<file path="src/rtl/note_display_pkg.sv">
// Shared types and constants for the multiplexed note display: scan states,
// note codes and their active-low 7-segment patterns ({G,F,E,D,C,B,A}).
package note_display_pkg;

    typedef enum logic [1:0] {
        OFF  = 2'd0,
        GAP  = 2'd1,
        SHOW = 2'd2
    } state_e;

    localparam logic [3:0] NOTE_A     = 4'h0;
    localparam logic [3:0] NOTE_E     = 4'h1;
    localparam logic [3:0] NOTE_B     = 4'h2;
    localparam logic [3:0] NOTE_G     = 4'h3;
    localparam logic [3:0] NOTE_D     = 4'h4;
    localparam logic [3:0] NOTE_H     = 4'h5;
    localparam logic [3:0] NOTE_L     = 4'h6;
    localparam logic [3:0] NOTE_BLANK = 4'h7;
    localparam logic [3:0] NOTE_I     = 4'h8;
    localparam logic [3:0] NOTE_O     = 4'h9;

    localparam logic [6:0] SEG_A     = 7'b0001000;
    localparam logic [6:0] SEG_E     = 7'b0000110;
    localparam logic [6:0] SEG_B     = 7'b0000011;
    localparam logic [6:0] SEG_G     = 7'b0010000;
    localparam logic [6:0] SEG_D     = 7'b0100001;
    localparam logic [6:0] SEG_H     = 7'b0001001;
    localparam logic [6:0] SEG_L     = 7'b1000111;
    localparam logic [6:0] SEG_I     = 7'b1111001;
    localparam logic [6:0] SEG_O     = 7'b1000000;
    localparam logic [6:0] SEG_BLANK = 7'b1111111;

endpackage

</file>
<file path="src/rtl/note_seg_decode.sv">
// Combinational note code -> active-low 7-segment pattern; codes 7 and 10..15
// are blank.
module note_seg_decode
    import note_display_pkg::*;
(
    input  logic [3:0] code_i,
    output logic [6:0] seg_n_o
);

    always_comb begin
        // NOTE: default assigned first so every path drives seg_n_o and no latch is inferred.
        seg_n_o = SEG_BLANK;
        case (code_i)
            NOTE_A:     seg_n_o = SEG_A;
            NOTE_E:     seg_n_o = SEG_E;
            NOTE_B:     seg_n_o = SEG_B;
            NOTE_G:     seg_n_o = SEG_G;
            NOTE_D:     seg_n_o = SEG_D;
            NOTE_H:     seg_n_o = SEG_H;
            NOTE_L:     seg_n_o = SEG_L;
            NOTE_BLANK: seg_n_o = SEG_BLANK;
            NOTE_I:     seg_n_o = SEG_I;
            NOTE_O:     seg_n_o = SEG_O;
            default:    seg_n_o = SEG_BLANK;
        endcase
    end

endmodule

</file>
<file path="src/rtl/note_display_scan.sv">
// Time-multiplexed multi-digit note display: shadow-latched codes, per-digit
// blanking gap, registered seg/an/dp. Optional blinking via NOTE_DISPLAY_BLINK_EN.
module note_display_scan
    import note_display_pkg::*;
#(
    parameter int NUM_DIGITS   = 4,
    parameter int SCAN_DIV     = 100000,
    parameter int GAP_CYCLES   = 2,
`ifdef NOTE_DISPLAY_BLINK_EN
    parameter int BLINK_ROUNDS = 64,
`endif
    parameter int ACTIVE_LOW   = 1
) (
    input  logic                      clk,
    input  logic                      rst,
    input  logic [4*NUM_DIGITS-1:0]   codes,
    input  logic [NUM_DIGITS-1:0]     dp_in,
    input  logic                      load,
`ifdef NOTE_DISPLAY_BLINK_EN
    input  logic [NUM_DIGITS-1:0]     blink,
`endif
    output logic [6:0]                seg,
    output logic                      dp,
    output logic [NUM_DIGITS-1:0]     an
);

    localparam int IDX_W = (NUM_DIGITS > 1) ? $clog2(NUM_DIGITS) : 1;
    localparam int PRE_W = $clog2(SCAN_DIV + 1);
    localparam int GAP_W = $clog2(GAP_CYCLES + 1);

    localparam logic [IDX_W-1:0] IDX_LAST = IDX_W'(NUM_DIGITS - 1);
    localparam logic [PRE_W-1:0] PRE_LAST = PRE_W'(SCAN_DIV - 1);
    localparam logic [GAP_W-1:0] GAP_LAST = GAP_W'(GAP_CYCLES - 1);
    localparam logic             INV      = (ACTIVE_LOW == 0);

    state_e                         state_q, state_d;
    logic [IDX_W-1:0]               idx_q, idx_d;
    logic [PRE_W-1:0]               pre_q, pre_d;
    logic [GAP_W-1:0]               gap_q, gap_d;
    logic [NUM_DIGITS-1:0][3:0]     codes_q, codes_d;
    logic [NUM_DIGITS-1:0]          dps_q, dps_d;
    logic [6:0]                     seg_q;
    logic [NUM_DIGITS-1:0]          an_q;
    logic                           dp_q;

    // Active-low view of the outputs; polarity is applied at the output registers.
    logic [6:0]                     seg_n, dec_seg_n;
    logic [NUM_DIGITS-1:0]          an_n;
    logic                           dp_n;
    logic                           blank_digit;

    note_seg_decode u_decode (
        .code_i  (codes_q[idx_q]),
        .seg_n_o (dec_seg_n)
    );

`ifdef NOTE_DISPLAY_BLINK_EN
    localparam int RND_W = $clog2(BLINK_ROUNDS + 1);

    logic [RND_W-1:0] rounds_q;
    logic             phase_q;
    logic             round_wrap;

    assign round_wrap  = (state_q == SHOW) && (pre_q == PRE_LAST) && (idx_q == IDX_LAST);
    assign blank_digit = phase_q && blink[idx_q];

    always_ff @(posedge clk) begin
        if (rst) begin
            rounds_q <= '0;
            phase_q  <= 1'b0;
        end else if (round_wrap) begin
            if (rounds_q == RND_W'(BLINK_ROUNDS - 1)) begin
                rounds_q <= '0;
                phase_q  <= ~phase_q;
            end else begin
                rounds_q <= rounds_q + RND_W'(1);
            end
        end
    end
`else
    assign blank_digit = 1'b0;
`endif

    always_comb begin
        state_d = state_q;
        idx_d   = idx_q;
        pre_d   = pre_q;
        gap_d   = gap_q;
        codes_d = codes_q;
        dps_d   = dps_q;
        seg_n   = SEG_BLANK;
        an_n    = '1;
        dp_n    = 1'b1;

        // The shadow follows load in every state; only OFF also starts the scan.
        if (load) begin
            codes_d = codes;
            dps_d   = dp_in;
        end

        case (state_q)
            OFF: begin
                pre_d = '0;
                gap_d = '0;
                if (load) begin
                    state_d = GAP;
                    idx_d   = '0;
                end
            end
            GAP: begin
                if (gap_q == GAP_LAST) begin
                    gap_d   = '0;
                    state_d = SHOW;
                end else begin
                    gap_d = gap_q + GAP_W'(1);
                end
            end
            SHOW: begin
                an_n[idx_q] = 1'b0;
                if (!blank_digit) begin
                    seg_n = dec_seg_n;
                    dp_n  = ~dps_q[idx_q];
                end
                if (pre_q == PRE_LAST) begin
                    pre_d   = '0;
                    state_d = GAP;
                    idx_d   = (idx_q == IDX_LAST) ? '0 : idx_q + IDX_W'(1);
                end else begin
                    pre_d = pre_q + PRE_W'(1);
                end
            end
            default: state_d = OFF;
        endcase
    end

    always_ff @(posedge clk) begin
        if (rst) begin
            state_q <= OFF;
            idx_q   <= '0;
            pre_q   <= '0;
            gap_q   <= '0;
            // NOTE: the shadow storage is reset so a fresh start shows blanks, not stale codes.
            codes_q <= '1;
            dps_q   <= '0;
            seg_q   <= {7{~INV}};
            an_q    <= {NUM_DIGITS{~INV}};
            dp_q    <= ~INV;
        end else begin
            // NOTE: non-blocking so every register here sees the pre-edge values of the others.
            state_q <= state_d;
            idx_q   <= idx_d;
            pre_q   <= pre_d;
            gap_q   <= gap_d;
            codes_q <= codes_d;
            dps_q   <= dps_d;
            seg_q   <= seg_n ^ {7{INV}};
            an_q    <= an_n ^ {NUM_DIGITS{INV}};
            dp_q    <= dp_n ^ INV;
        end
    end

    assign seg = seg_q;
    assign an  = an_q;
    assign dp  = dp_q;

endmodule

</file>
<file path="config.mk">
export PLATFORM = sky130hd
export DESIGN_NAME = note_display_scan
export DESIGN_NICKNAME = d
export VERILOG_FILES = /design/src/rtl/note_display_pkg.sv /design/src/rtl/note_seg_decode.sv /design/src/rtl/note_display_scan.sv
export SDC_FILE = /design/constraint.sdc
export NUM_CORES = 1
export LEC_CHECK = 0
export BUFFER_PORTS_ARGS = -buffer_cell sky130_fd_sc_hd__buf_2
export CAP_MARGIN = 10
export CORE_MARGIN = 3
export CORE_UTILIZATION = 30
export CTS_CLUSTER_DIAMETER = 40
export DETAILED_ROUTE_END_ITERATION = 7
export SLEW_MARGIN = 20
export SYNTH_ARGS = -nofsm -noshare
export SYNTH_HDL_FRONTEND = slang
export SYNTH_HIERARCHICAL = 1
export SYNTH_SLANG_ARGS = --single-unit
</file>
<file path="constraint.sdc">
create_clock -name clk -period 3.02 [get_ports clk]
set_input_delay 0.604 -clock clk [delete_from_list [all_inputs] [get_ports clk]]
set_output_delay 0.604 -clock clk [all_outputs]
set_load 0.005 [all_outputs]
</file>
==> impl_metrics.json <==
{
  "hold_path.class": "flip-flop to flip-flop",
  "synth_ff_type": "dfxtp_1",
  "critPathRequiredTime_ns": 3.23,
  "min_to": "gap_q[1]",
  "rsz0062_at_grt": "false",
  "syn_to_final_growth_pct": 11.8,
  "fmax_mhz": 427,
  "syn_area_sq_um": 2680,
  "cp_top_family": "flip-flops",
  "cts_made_buffers": 5,
  "netlist_instances": 292,
  "powerDensity_nw_per_um2": 430,
  "ir_drop_mv": 0.231,
  "clock_skew_ns": 0.00907,
  "gr-total-overflow": 0,
  "min_from": "gap_q[1]",
  "setup_violations": 0,
  "hold_depth": 2,
  "dieWidth_microns": 101,
  "synth_edf_count": 0,
  "routedWlPerCell_microns": 13.6,
  "r2r_end": "seg[1]",
  "ys_types": 47,
  "synth_top_cell_area_share_pct": 41.0,
  "dp.cells": 413,
  "tightest_slew_ns": 0.879,
  "postRouteAntennaNets": 0,
  "numPortBuffers": 34,
  "setup-tns-final_ns": 0,
  "p_leak_nw": 1.03,
  "syn_nets": 325,
  "final-max-slew-violation-count": 0,
  "ys_seq_area_share_pct": 41.0,
  "cts_root_buffer": "clkbuf_8",
  "place_congestion": 0.818,
  "firstDrtPassIters": 4,
  "yosys_register_bits": 55,
  "core_area_sq_um": 8460,
  "n_antenna_cell": 0,
  "min_period_over_period_pct": 77.5,
  "io_pins": 35,
  "clkTransAtPathRegs_ns": 0.10,
  "drc": 0,
  "max_stage_delay_ns": 0.68,
  "r2r_start": "idx_q[0]",
  "dpl.hpwl_mm": 3.93,
  "synth_top_area_cell": "dfxtp_1",
  "grt_start_max_net_pins": 37,
  "grt_usage_pct": 11.8,
  "drtIter0Drc": 160,
  "wl_mm": 5.74,
  "cts_tree": "built",
  "crit_arrival_ns": 2.55,
  "cts_hold_buf": 0,
  "path_cells": "mux4_2 > inv_1 > ha_1 > nor3_1 > a21oi_1 > or2_2",
  "die_h_microns": 101,
  "num_rows": 33,
  "final_nets": 348,
  "clock_path_buffers": 2,
  "cp-start-kind": "flip-flop",
  "period_minus_slack_ns": 2.34,
  "grt_pass1_wl_mm": 9.72,
  "r2r_cells": 6,
  "status": "finished, final reports clean",
  "cp_slowest_cell": "dfxtp_1",
  "path_class": "flip-flop to flip-flop",
  "rrSetupSlack_ns": 0.68,
  "fin_cells": 421,
  "cts_htree_levels": 2,
  "p_total_mw": 1.29,
  "async_flop_share_pct": 0,
  "clkLatencyLatePin_ns": 0.31,
  "clock_sinks": 55,
  "max-slew-margin-rel_pct": 40.9,
  "cts.repair.resized": 0,
  "path_buf_inv": 1,
  "post-cts-setup-buffers": 0,
  "final_util_pct": 35.4,
  "viasPerCell": 5.24,
  "endpoint_kind": "flip-flop",
  "antenna_found_initial": 0,
  "start_util_pct": 31.7,
  "syn_avg_cell_area_sq_um": 9.19,
  "nFillCells": 859,
  "hold_violations": 0,
  "ys_warn_count": 6,
  "die_area_sq_um": 10100,
  "grt_pass1_vias": 2054,
  "routed-via-count": 2205,
  "layout-drive-gt1-share_pct": 20.3,
  "path_max_fanout": 11,
  "synth_area_leaders": "dfxtp_1 (41%), a211o_1 (5.2%), a31oi_1 (4.7%)",
  "drv_cap": 0
}
-- worst max path at each step --
stage,from,end,slack [ns],cells after the start
3_3_place_gp,idx_q[0],seg[1],0.76,6
4_1_cts,idx_q[0],seg[1],0.67,6
6_report,idx_q[0],seg[1],0.68,6
5_1_grt,pre_q[0],pre_q[9],0.49,5
2_1_floorplan,idx_q[0],seg[1],0.77,7
3_5_place_dp,idx_q[0],seg[1],0.69,6
-- worst min-delay path, stage by stage, from the launching register on --
cell,delay (ns)
dfxtp_1,0.32
inv_1,0.07
nor3_1,0.05
-- cell families after synthesis --
family                   share of synthesized area [%]
flip-flops                                        41.0
buffers and inverters                             5.64
XOR/XNOR                                         0.653
AO/OA/AOI/OAI                                     17.5
AND/OR/NAND/NOR                                   24.8
multiplexers                                      5.69
adder cells (fa/ha/maj)                           4.66
-- layout make-up --
type | instances | area [sq um] | share of cell area (%)
Clock buffer | 5 | 68.8 | 2.29
Clock inverter | 3 | 20.0 | 0.667
Inverter | 13 | 48.8 | 1.63
Multi-Input combinational cell | 202 | 1430 | 47.7
Sequential cell | 55 | 1100 | 36.7
Tap cell | 105 | 131 | 4.38
Timing Repair Buffer | 38 | 200 | 6.67
-- routing by layer --
layer	vias to the layer above	wire, microns	track usage [%]
met5	-	0	0
met4	0	91	4.66
met3	5	283	2.91
met2	51	2500	18.1
met1	1029	2870	15.9
li1	1120	-	-
-- layout by cell type (no fill, tap or decap), types with 9 or more instances in the layout --
cell type  netlist  final
nor3_1           9      9
nand3_1         11     11
inv_1           12     12
nand2_1         17     17
nor2_1          14     14
dfxtp_1         55     55
buf_2            1     34
nor2b_1         17     17
a21oi_1         10     10
ha_1            10     10
a211o_1         16     16
a31oi_1         20     20
-- cells in the mapped netlist (3+ instances only) --
cell type and instances:
mux2i_1 4, nor4_1 5, or3_1 6, a211o_1 16, nor2b_1 17, nor3_1 9, inv_1 12, nand2_1 17
nor2_1 14, o21bai_1 3, nand2b_1 5, nand4_1 8, a21oi_1 10, ha_1 10, clkbuf_1 16, or2_2 7
mux4_2 5, dfxtp_1 55, o21ai_0 4, nand3_1 11, a31oi_1 20
-- state kept, by name, indices dropped and copies added (netlist names) --
signal	cells
codes_q	16
state_q	2
idx_q	2
pre_q	17
dp	1
gap_q	2
seg	7
an	4
dps_q	4
-- metrics by stage --
stage	hold WS, ns	cell area, sq um	setup slack, ns
global route	0.475	3000	0.485
CTS	0.477	3000	0.668
global placement	0.452	2910	0.755
finish	0.473	3000	0.679
floorplan	0.439	2680	0.767
detailed placement	0.462	2910	0.687
-- power breakdown --
group | total [mW] | leakage [nW] | internal (mW) | switching (mW)
clock | 0.410 | 0.0402 | 0.162 | 0.248
sequential | 0.763 | 0.450 | 0.747 | 0.0150
combinational | 0.117 | 0.541 | 0.0565 | 0.0605
(Power assumes the default switching activity.)
